[config.mk]
export PLATFORM = sky130hd
export DESIGN_NAME = divider_arbiter
export DESIGN_NICKNAME = d
export VERILOG_FILES = /design/src/rtl/divider_arbiter.sv
export SDC_FILE = /design/constraint.sdc
export NUM_CORES = 1
export LEC_CHECK = 0
export BUFFER_PORTS_ARGS = -buffer_cell sky130_fd_sc_hd__buf_2
export CAP_MARGIN = 20
export CORE_ASPECT_RATIO = 2
export CORE_MARGIN = 4
export CORE_UTILIZATION = 38
export CTS_BUF_LIST = sky130_fd_sc_hd__clkbuf_4
export DETAILED_ROUTE_END_ITERATION = 8
export PLACE_DENSITY = 0.81
export SKIP_CTS_REPAIR_TIMING = 1
export SYNTH_ARGS = -nofsm -noshare
export SYNTH_HDL_FRONTEND = slang
export SYNTH_SLANG_ARGS = --single-unit
[constraint.sdc]
create_clock -name clk_in -period 1.9 [get_ports clk_in]
set_input_delay 0.095 -clock clk_in [delete_from_list [all_inputs] [get_ports clk_in]]
set_output_delay 0.095 -clock clk_in [all_outputs]
set_load 0.005 [all_outputs]
[src/rtl/divider_arbiter.sv]
// Two-requester front end for a shared iterative divider: round-robin capture,
// single-cycle start pulse, bounded wait with timeout, and a one-hot result strobe.
module divider_arbiter #(
    parameter int WIDTH   = 32,
    parameter int TIMEOUT = 64
) (
    input  logic             clk_in,
    input  logic             rst_in,
    input  logic [1:0]       req_valid_in,
    input  logic [WIDTH-1:0] dividend_a_in,
    input  logic [WIDTH-1:0] divisor_a_in,
    input  logic [WIDTH-1:0] dividend_b_in,
    input  logic [WIDTH-1:0] divisor_b_in,
    output logic [1:0]       req_ready_out,
    output logic [1:0]       res_valid_out,
    output logic [WIDTH-1:0] res_quotient_out,
    output logic [WIDTH-1:0] res_remainder_out,
    output logic             res_error_out,
    output logic [WIDTH-1:0] div_dividend_out,
    output logic [WIDTH-1:0] div_divisor_out,
    output logic             div_valid_out,
    input  logic [WIDTH-1:0] div_quotient_in,
    input  logic [WIDTH-1:0] div_remainder_in,
    input  logic             div_valid_in,
    input  logic             div_error_in,
    input  logic             div_busy_in
);

    localparam logic [1:0] IDLE    = 2'd0;
    localparam logic [1:0] ISSUE   = 2'd1;
    localparam logic [1:0] WAIT    = 2'd2;
    localparam logic [1:0] DELIVER = 2'd3;

    localparam int CW = (TIMEOUT > 1) ? $clog2(TIMEOUT) : 1;
    localparam logic [CW-1:0] CNT_LAST = CW'(TIMEOUT - 1);

    logic [1:0]       state;
    logic             owner;
    logic             last_b;
    logic [WIDTH-1:0] op_dividend;
    logic [WIDTH-1:0] op_divisor;
    logic [WIDTH-1:0] res_q;
    logic [WIDTH-1:0] res_r;
    logic             res_err;
    logic [CW-1:0]    wait_cnt;

    logic             grant_b;
    logic             capture;
    logic [WIDTH-1:0] sel_dividend;
    logic [WIDTH-1:0] sel_divisor;
    logic             unused_busy;

    // On a tie, last_b = 1 hands the grant to A; it resets to 1 so A wins the first tie.
    always_comb begin
        grant_b      = req_valid_in[1] & (~req_valid_in[0] | ~last_b);
        capture      = (state == IDLE) & (|req_valid_in) & ~rst_in;
        sel_dividend = grant_b ? dividend_b_in : dividend_a_in;
        sel_divisor  = grant_b ? divisor_b_in  : divisor_a_in;
    end

    always_ff @(posedge clk_in) begin
        if (rst_in) begin
            state       <= IDLE;
            owner       <= 1'b0;
            last_b      <= 1'b1;
            op_dividend <= '0;
            op_divisor  <= '0;
            res_q       <= '0;
            res_r       <= '0;
            res_err     <= 1'b0;
            wait_cnt    <= '0;
        end else begin
            case (state)
                IDLE: begin
                    if (capture) begin
                        owner       <= grant_b;
                        last_b      <= grant_b;
                        op_dividend <= sel_dividend;
                        op_divisor  <= sel_divisor;
                        if (sel_divisor == '0) begin
                            res_q   <= '0;
                            res_r   <= '0;
                            res_err <= 1'b1;
                            state   <= DELIVER;
                        end else begin
                            state <= ISSUE;
                        end
                    end
                end
                ISSUE: begin
                    wait_cnt <= '0;
                    state    <= WAIT;
                end
                WAIT: begin
                    wait_cnt <= wait_cnt + 1'b1;
                    // A response arriving on the last allowed cycle still wins over the timeout.
                    if (div_valid_in) begin
                        res_q   <= div_quotient_in;
                        res_r   <= div_remainder_in;
                        res_err <= div_error_in;
                        state   <= DELIVER;
                    end else if (div_error_in || (wait_cnt == CNT_LAST)) begin
                        res_q   <= '0;
                        res_r   <= '0;
                        res_err <= 1'b1;
                        state   <= DELIVER;
                    end
                end
                DELIVER: state <= IDLE;
                default: state <= IDLE;
            endcase
        end
    end

    always_comb begin
        req_ready_out     = capture ? (grant_b ? 2'b10 : 2'b01) : 2'b00;
        res_valid_out     = (state == DELIVER) ? (owner ? 2'b10 : 2'b01) : 2'b00;
        res_quotient_out  = res_q;
        res_remainder_out = res_r;
        res_error_out     = res_err;
        div_dividend_out  = op_dividend;
        div_divisor_out   = op_divisor;
        div_valid_out     = (state == ISSUE);
    end

    // Busy is observed by external monitors only.
    assign unused_busy = div_busy_in;

endmodule
* Word level (Yosys, flattened, before mapping)
Index checks and enable logic that the tools add are counted.
Word-level totals: bits in registers 139, word-level logic and storage cells 57, output and inout port bits 134, input bits 199
Operators by class: muxes and demuxes 24, reductions and logical operators 9, eq/ne operators 7, $add $sub $neg 1, bitwise operators 7
Operator list (count):
- $mux 32 | 7
- $pmux 32 s2 | 2
- $logic_not 32->1 | 1
- $mux 2 | 8
- $pmux 6 s2 | 1
- $pmux 2 s4 | 1
- $add 6x1->6 const B | 1
- $eq 6x6->1 const B | 1
- $eq 2x2->1 const B | 2
- $mux 1 | 4
- $reduce_and 2->1 | 2
- $reduce_and 4->1 | 1
- $reduce_bool 2->1 | 2
- $and 1x1->1 | 3
- $ne 3x3->1 const B | 1
- $not 1->1 | 3
- $eq 2x1->1 const B | 1
- $logic_not 2->1 | 1
- $ne 2x1->1 const B | 1
- $ne 2x2->1 const B | 1
- $pmux 1 s2 | 1
- $reduce_or 2->1 | 1
- $logic_or 1x1->1 | 1
- $or 1x1->1 | 1

* Depth between registers and ports, before layout
Gate-level depths: netlist of the first run.
depth after elaboration 8, mapped depth 9, depth with buffers taken out 7

* Least setup slack after synthesis of the first run
OpenSTA, ideal clock, no wires.
path type register to register, from reg wait_cnt[0], to reg res_q[0], in the netlist res_quotient_out[0], cell stages (with the launch flop) 10, setup time 0.120 ns, path slack 0.056 ns, data arrival time 1.724 ns, clock period less this slack 1.844 ns, required time 1.780 ns, buffers on the path 2, cells stage by stage dfxtp_1 ha_1 nand3_1 nor2_1 or4b_1 o2111ai_1 o21ai_1 buf_6 buf_6 mux2i_1
Between the ends: cells in the longest elaborated chain, start to end 4
Ends and longest elaborated chain:
- start: declaration | line 45 | logic [CW-1:0] wait_cnt;
- start signal: assignment | line 95 | wait_cnt <= wait_cnt + 1'b1;
- $eq 6x6->1 | line 102 | end else if (div_error_in || (wait_cnt == CNT_LAST)) begin
- $logic_or 1x1->1 | line 102
- $ne 3x3->1 (no line)
- $reduce_and 4->1 (no line)
- end signal: assignment | line 98 | res_q <= div_quotient_in;
- end: declaration | line 42 | logic [WIDTH-1:0] res_q;
No other way between the ends. A chain may end at the register's enable or synchronous reset.

* Worst setup path in the final report of the first run
from in divisor_b_in[9], to reg res_r[11], in the netlist res_remainder_out[11]
Between the ends: cells in the longest elaborated chain, start to end 4
Ends and longest elaborated chain:
- start: declaration | line 13 | input logic [WIDTH-1:0] divisor_b_in,
- $mux 32 | line 58 | sel_divisor = grant_b ? divisor_b_in : divisor_a_in;
- $logic_not 32->1 | line 80 | if (sel_divisor == '0) begin
- $ne 2x1->1 (no line)
- $reduce_and 4->1 (no line)
- end signal: assignment | line 99 | res_r <= div_remainder_in;
- end: declaration | line 43 | logic [WIDTH-1:0] res_r;
No other way between the ends.

==> results.ini, run 1 <==
[layout]
fin_area_um2 = 10400
final_cell_count_no_fill = 1408
nFillCells = 1112
final_nets = 1398
layout-drive-gt1-share = 0.346
area_delta_synth_final_pct = 71.5

[place]
dpl_cell_area_um2 = 8050
placed_cells = 1172
dp_hpwl_um = 14500
port_buffers = 331
finalWeightedCongestion = 0.862

[drt]
via_per_inst = 5.29
drt_iter0_drc = 301
first_pass_iters = 5
ant_nets = 0
via_count = 7448
post_drt_wl_per_cell_um = 19.5
drt_wl_total_um = 27500
drc = 0

[global_route]
grt_pass1_wl_um = 29400
antenna_found_initial = 1
grt_pass1_vias = 6014
grt_usage = 0.199
overflow = 0
grt_max_degree = 131

[sta]
tns_ns = -14.86
setup_viol = 65
hold_viol = 1
finalClockSkew_ns = 0.0201
slew_headroom = 0.473
maxSlewViolCount = 0
max_freq_mhz = 454
fin_crit_ns = 2.20
setup_ws_ns = -0.303
finalCritPeriodShare = 1.16
worstMarginPinSlew_ns = 0.783
timing.hold.ws_ns = -0.000233
rsz0062_at_grt = yes

[critical_path]
crit_fanout = 11
max_stage_delay_ns = 0.65
crit_top_cell = nor2_1
cp_top_family = simple AND/OR/NAND/NOR gates
slowest_stage = nor4_1
crit_arrival_ns = 2.64
crit_chain = dlygate4sd3_1 -> buf_2 -> nor4_1 -> nand4_1 -> nor2_1 -> nor2_1 -> o21ai_4 -> buf_12 -> clkbuf_16 -> mux2i_1
critPathBufInv = 4
worstSetupPathType = input pin to flop
required_ns = 2.34
setup.worst_path.end_class = flop
critPathLaunchType = input pin

[cts]
tritoncts = built
clk_latency_ns = 0.53
cts_buffer_depth = 2
clock-sinks = 139
path_clk_slew_ns = 0.12
clockRootBuffer = clkbuf_4
htreeDepth = 4
cts_made_buffers = 17

[yosys]
yosysTopAreaCellShare = 0.459
syn_inst = 662
syn_area_um2 = 6060
synth-seq-area-share = 0.459
syn_nets = 867
synth.distinct_cells = 33
synthArstFlopShare = 0
synth-edff-count = 0
synth_area_leaders = dfxtp_1, mux2i_1, nand2_1, a211oi_1, nor2_1
yosysTopAreaCell = dfxtp_1
postSynthAreaPerCell_um2 = 9.15
synth_commonest_cells = dfxtp_1, nand2_1, mux2i_1
synth_most_common_cell = dfxtp_1
yosysWarnings = 0
synth_seq_cells = 139
ys.flop_type = dfxtp_1

[min_path]
hold_path.class = input pin to flop

[floorplanning]
die_x_um = 97.3
rows = 65
io_pins = 333
die_h_um = 187
start_util = 0.386
die-area_um2 = 18100
core_area_um2 = 15700

[outcome]
violations = hold timing, setup timing
outcome = complete, but fails checks

[power]
swShare = 0.381
seqPwrFrac = 0.387
p_switching_mw = 3.77
total_power_mw = 9.89
power_frac_comb = 0.439
clock_power_share = 0.174
power_density_nw_per_um2 = 953
peakVddDrop_v = 0.000869
p_int_mw = 6.12
p_leak_nw = 4.65

[job]
maxCapViolations = 0

## tightest hold or removal path: stages
cell      delay (ns)
buf_2           0.07
mux2i_1         0.09
a211oi_1        0.22
## layout by cell type (no fill, tap or decap), types with 2 or more instances in the layout
master / n
a211oi_1: 65
a21oi_1: 3
and2_1: 2
buf_12: 4
buf_2: 331
buf_4: 30
buf_6: 3
clkbuf_16: 2
clkbuf_4: 20
clkinv_1: 3
clkinv_2: 3
clkinvlp_4: 3
dfxtp_1: 136
dfxtp_2: 3
diode_2: 3
dlygate4sd3_1: 192
ha_1: 4
inv_2: 3
mux2i_1: 129
nand2_1: 136
nand3_1: 2
nand4_1: 4
nor2_1: 76
nor2_4: 2
nor3_1: 6
nor4_1: 12
o21ai_0: 5
xor2_1: 3
## metrics by stage
stage,setup WS (ns),utilization,hold slack [ns]
after floorplan,0.0564,-,0.237
after global placement,-0.163,0.513,0.342
after detailed placement,-0.218,0.513,0.349
after CTS,-0.526,0.527,-0.279
after global routing,-0.326,0.661,-0.00962
final,-0.303,0.662,-0.000233
## area by class of cell
class,instances,area [um2],share of cell area
antenna,3,7.51,0.000723
clock buffer,20,150,0.0145
clock inverter,10,78.8,0.00759
inverter,5,21.3,0.00205
multi-input combinational,467,3100,0.298
sequential,139,2790,0.268
tap,201,251,0.0242
timing repair buffer,563,4000,0.385
## power by group through the flow
stage	Combinational (mW)	Sequential (mW)	Clock [mW]
finish	4.34	3.83	1.72
global route	4.64	3.88	1.87
CTS	3.35	3.77	1.78
detailed placement	3.35	3.83	0
global placement	3.27	3.81	0
floorplan	1.94	3.89	0
## registers in the layout, summed over array words and instances, names as in the netlist
name	flops
div_dividend_out	32
div_divisor_out	32
last_b	1
owner	1
res_error_out	1
res_quotient_out	32
res_remainder_out	32
state	2
wait_cnt	6
## path summary, 6_finish.rpt
path / cells after the start / slack (ns) / endpoint / from
min reg2reg: 2 / 0.46 / res_quotient_out[6] / res_quotient_out[6]
max: 10 / -0.30 / res_remainder_out[11] / divisor_b_in[9]
max reg2reg: 9 / -0.06 / res_remainder_out[11] / wait_cnt[0]
min: 3 / -0.0002 / div_dividend_out[14] / dividend_b_in[14]
## layer usage
layer / track usage / share of wire
met1: 0.204 / 0.34
met2: 0.364 / 0.51
met3: 0.0483 / 0.080
met4: 0.113 / 0.071
met5: 0 / 0
## logic make-up after synthesis
family | synth area share
DFF | 0.459
AOI/OAI and AO/OA | 0.0961
and+or+nand+nor | 0.167
muxes | 0.215
buffers and inverters | 0.0444
xor gates and xnor gates | 0.00578
adders and majority gates | 0.0124
(Power assumes the default switching activity.)
==> inputs of run 2 (changes only) <==
--- a/config.mk
+++ b/config.mk
@@ -12,6 +12,8 @@
 export CORE_UTILIZATION = 38
 export CTS_BUF_LIST = sky130_fd_sc_hd__clkbuf_4
 export DETAILED_ROUTE_END_ITERATION = 8
+export GPL_TIMING_DRIVEN = 0
+export MAX_ROUTING_LAYER = met4
 export PLACE_DENSITY = 0.81
 export SKIP_CTS_REPAIR_TIMING = 1
 export SYNTH_ARGS = -nofsm -noshare
==> results.ini, run 2 (same netlist as run 1, synthesis figures left out) <==
[outcome]
outcome = complete, but fails checks
violations = setup timing

[power]
swShare = 0.382
clock_power_share = 0.190
p_leak_nw = 4.71
peakVddDrop_v = 0.000863
seqPwrFrac = 0.379
p_switching_mw = 3.89
p_int_mw = 6.30
power_frac_comb = 0.432
power_density_nw_per_um2 = 962

[floorplanning]
rows = 65
die_h_um = 187
core_area_um2 = 15700
die_x_um = 97.3
start_util = 0.386
die-area_um2 = 18100
io_pins = 333

[global_route]
grt_pass1_vias = 6356
grt_max_degree = 17
grt_usage = 0.227
antenna_found_initial = 4
grt_pass1_wl_um = 32200
overflow = 0

[critical_path]
crit_chain = ha_2 -> nand3_1 -> nor2_1 -> or4b_4 -> o2111ai_2 -> o21ai_2 -> buf_4 -> buf_4 -> buf_4 -> mux2i_1
rr_startpoint = wait_cnt[0]
crit_fanout = 4
required_ns = 2.34
setup.worst_path.end_class = flop
crit_arrival_ns = 2.48
critPathLaunchType = flop
max_stage_delay_ns = 0.50
cp_top_family = simple AND/OR/NAND/NOR gates
worstSetupPathType = flop to flop
setup.worst_path.start = wait_cnt[0]
slowest_stage = or4b_4
critPathBufInv = 3
crit_top_cell = buf_4

[job]
maxCapViolations = 0

[cts]
htreeDepth = 4
path_clk_slew_ns = 0.13
cts_made_buffers = 17
tritoncts = built
clockRootBuffer = clkbuf_4
clock-sinks = 139
clk_latency_ns = 0.54
cts_buffer_depth = 2

[sta]
setup_viol = 57
finalClockSkew_ns = 0.0160
setup_ws_ns = -0.137
maxSlewViolCount = 0
slew_headroom = 0.536
fin_crit_ns = 2.04
hold_viol = 0
max_freq_mhz = 491
tns_ns = -2.85
rsz0062_at_grt = yes
finalCritPeriodShare = 1.07
worstMarginPinSlew_ns = 0.690

[drt]
drt_iter0_drc = 376
via_count = 7679
first_pass_iters = 5
drc = 0
via_per_inst = 5.32
ant_nets = 0
drt_wl_total_um = 28200
post_drt_wl_per_cell_um = 19.5

[place]
finalWeightedCongestion = 0.909
dp_hpwl_um = 16700
port_buffers = 330
placed_cells = 1193

[layout]
area_delta_synth_final_pct = 74.9
final_cell_count_no_fill = 1444
final_nets = 1429
mostFrequentLayoutCells = buf_2, dlygate4sd3_1, nand2_1
layout-drive-gt1-share = 0.340
layout_commonest_cell = buf_2

[min_path]
hold_path.class = input pin to flop
min_from = dividend_b_in[14]

==> run 2: cell types whose count changed in the layout (fill, tap and decap cells not counted), sizes merged <==
| cell | before | now |
|---|---|---|
| bufinv | 1 | 2 |
| dlygate4sd3 | 192 | 195 |
| inv | 5 | 7 |
| clkinvlp | 3 | 5 |
| diode | 3 | 6 |
| clkbuf | 22 | 54 |
| buf | 369 | 362 |
==> run 2: tightest hold or removal path: stages <==
cell and delay [ns]:
buf_2 0.09, mux2i_1 0.23, a211oi_1 0.13
==> run 2: power groups by stage <==
stage               Sequential [mW]  Clock [mW]  Combinational (mW)
finish                         3.86        1.93                4.40
global route                   3.91        2.09                4.72
CTS                            3.79        1.98                3.40
detailed placement             3.84           0                3.40
global placement               3.82           0                3.34
floorplan                      3.89           0                1.94
==> run 2: cell type report <==
class / instances / area (um2)
inverters: 5 / 21.3
well taps: 201 / 251
plain buffers: 50 / 357
fillers: 1107 / 5100
flip-flops and latches: 139 / 2790
diodes: 6 / 15.0
repair buffers: 544 / 3820
clock buffers: 17 / 128
clock inverters: 15 / 149
multi-input cells: 467 / 3070
==> run 2: metrics by stage <==
step	total power [mW]	cell area (um2)	hold slack [ns]	setup WS [ns]	utilization
floorplan	5.82	6060	0.237	0.0564	-
detailed placement	7.24	7960	0.348	-0.584	0.507
CTS	9.16	8240	-0.279	-1.16	0.525
global placement	7.16	7960	0.344	-0.502	0.507
global route	10.7	10600	-0.00417	-0.212	0.675
finish	10.2	10600	0.0421	-0.137	0.675
==> run 2: routing by layer <==
metal / part of all wire / track usage / vias up
li1: - / - / 3436
met2: 0.53 / 0.419 / 510
met5: 0 / - / -
met1: 0.33 / 0.221 / 3580
met4: 0.070 / 0.120 / 0
met3: 0.068 / 0.0430 / 153
==> run 2: worst paths after layout <==
check | endpoint | slack, ns | cells past startpoint
hold reg to reg | res_quotient_out[25] | 0.46 | 2
setup reg to reg | res_remainder_out[31] | -0.14 | 10
hold / removal | div_dividend_out[14] | 0.04 | 3
setup / recovery | res_remainder_out[31] | -0.14 | 10
==> inputs of run 3 (changes only) <==
--- a/config.mk
+++ b/config.mk
@@ -5,14 +5,15 @@
 export SDC_FILE = /design/constraint.sdc
 export NUM_CORES = 1
 export LEC_CHECK = 0
-export BUFFER_PORTS_ARGS = -buffer_cell sky130_fd_sc_hd__buf_2
+export BUFFER_PORTS_ARGS = -buffer_cell sky130_fd_sc_hd__buf_4
 export CAP_MARGIN = 20
 export CORE_ASPECT_RATIO = 2
-export CORE_MARGIN = 4
+export CORE_MARGIN = 3
 export CORE_UTILIZATION = 38
 export CTS_BUF_LIST = sky130_fd_sc_hd__clkbuf_4
 export DETAILED_ROUTE_END_ITERATION = 8
 export GPL_TIMING_DRIVEN = 0
+export HOLD_SLACK_MARGIN = 0.1
 export MAX_ROUTING_LAYER = met4
 export PLACE_DENSITY = 0.81
 export SKIP_CTS_REPAIR_TIMING = 1
==> results.ini, run 3 (same netlist as run 1, synthesis figures left out) <==
[global_route]
grt_pass1_vias = 6326
grt_pass1_wl_um = 31100
grt_usage = 0.236
grt_max_degree = 17
overflow = 0
antenna_found_initial = 3

[sta]
worstMarginPinSlew_ns = 0.679
finalClockSkew_ns = 0.0231
setup_viol = 69
rsz0062_at_grt = yes
fin_crit_ns = 2.09
slew_headroom = 0.543
max_freq_mhz = 477
hold_viol = 0
tns_ns = -8.16
finalCritPeriodShare = 1.10
maxSlewViolCount = 0
timing.hold.ws_ns = 0.0885
setup_ws_ns = -0.195

[drt]
first_pass_iters = 7
via_count = 7702
ant_nets = 0
drc = 0
via_per_inst = 5.34
drt_wl_total_um = 28900
post_drt_wl_per_cell_um = 20.0
drt_iter0_drc = 299

[min_path]
hold_depth = 4
min_from = req_valid_in[0]
whs_endpoint = state[0]
hold_path.class = input pin to flop

[layout]
mostFrequentLayoutCells = buf_4, dlygate4sd3_1, nand2_1
layout_commonest_cell = buf_4
seqCellArea_um2 = 2790
area_delta_synth_final_pct = 90.7
final_cell_count_no_fill = 1443
layout-drive-gt1-share = 0.342
fin_area_um2 = 11500
final_nets = 1434
multiInputGateArea_um2 = 3090
nFillCells = 941

[critical_path]
critPathLaunchType = input pin
critPathBufInv = 4
crit_fanout = 9
rr_startpoint = state[0]
r2r-end = res_remainder_out[18]
cp_top_family = buffers and inverters
required_ns = 2.35
r2r_setup_slack_ns = -0.08
max_stage_delay_ns = 0.55
reg2regPathDepth = 8
setup.worst_path.end_class = flop
cp_num_cells = 10
crit_top_cell = buf_12
crit_arrival_ns = 2.55
worstSetupPathType = input pin to flop
slowest_stage = dlygate4sd3_1
crit_chain = dlygate4sd3_1 -> buf_4 -> nor4_1 -> nand4_1 -> nor3_1 -> nor2_1 -> o21ai_2 -> buf_12 -> buf_12 -> mux2i_1

[outcome]
violations = setup timing
outcome = complete, but fails checks

[place]
dpl_cell_area_um2 = 8780
port_buffers = 330
placed_cells = 1190
dp_slack_ns = -0.503
dp_hpwl_um = 17000
finalWeightedCongestion = 0.921

[floorplanning]
die-area_um2 = 17600
io_pins = 333
die_x_um = 95.3
start_util = 0.392
core_area_um2 = 15500
rows = 64
die_h_um = 185

[cts]
clk_latency_ns = 0.54
clock-sinks = 139
cts_buffer_depth = 2
path_clk_slew_ns = 0.13
clockRootBuffer = clkbuf_4
cts_made_buffers = 17
htreeDepth = 4
tritoncts = built

[power]
p_leak_nw = 4.94
power_density_nw_per_um2 = 973
peakVddDrop_v = 0.000955

[job]
maxCapViolations = 0

-- run 3: how the worst max path moves through the flow --
stage / slack, ns / startpoint / end
global placement: -0.46 / state[0] / req_ready_out[1]
detailed placement: -0.50 / state[1] / div_dividend_out[21]
global route: -0.20 / divisor_a_in[23] / res_quotient_out[30]
finish: -0.19 / divisor_a_in[22] / res_remainder_out[18]
floorplan: 0.06 / wait_cnt[0] / res_quotient_out[0]
CTS: -1.13 / state[1] / req_ready_out[1]
-- run 3: through the flow --
stage / total power, mW / util
6_report: 11.2 / 0.747
5_1_grt: 11.7 / 0.747
4_1_cts: 10.0 / 0.591
3_5_place_dp: 7.69 / 0.568
3_3_place_gp: 7.61 / 0.568
2_1_floorplan: 5.82 / -
-- run 3: report_power, final --
part	internal (mW)	switching, mW
combinational	2.47	2.46
sequential	3.51	0.419
clock	1.18	1.20
total	7.15	4.08
-- run 3: layout make-up --
class / instances / area share
antenna: 3 / 0.000650
buffer: 51 / 0.0307
clock buffer: 17 / 0.0110
clock inverter: 15 / 0.0193
inverter: 5 / 0.00184
multi-input combinational: 467 / 0.268
sequential: 139 / 0.242
tap: 198 / 0.0214
timing repair buffer: 548 / 0.405
-- run 3: tightest hold or removal path, cell delays in order --
cell,delay [ns]
buf_4,0.10
nor2_1,0.08
a211oi_1,0.25
nor3_1,0.07
-- run 3: routing by layer --
metal | vias up | part of all wire | routed length [um] | track usage
met2 | 510 | 0.54 | 15500 | 0.434
met4 | 0 | 0.075 | 2170 | 0.131
met5 | - | 0 | 0 | -
met1 | 3571 | 0.32 | 9250 | 0.223
met3 | 176 | 0.070 | 2030 | 0.0441
li1 | 3445 | - | - | -
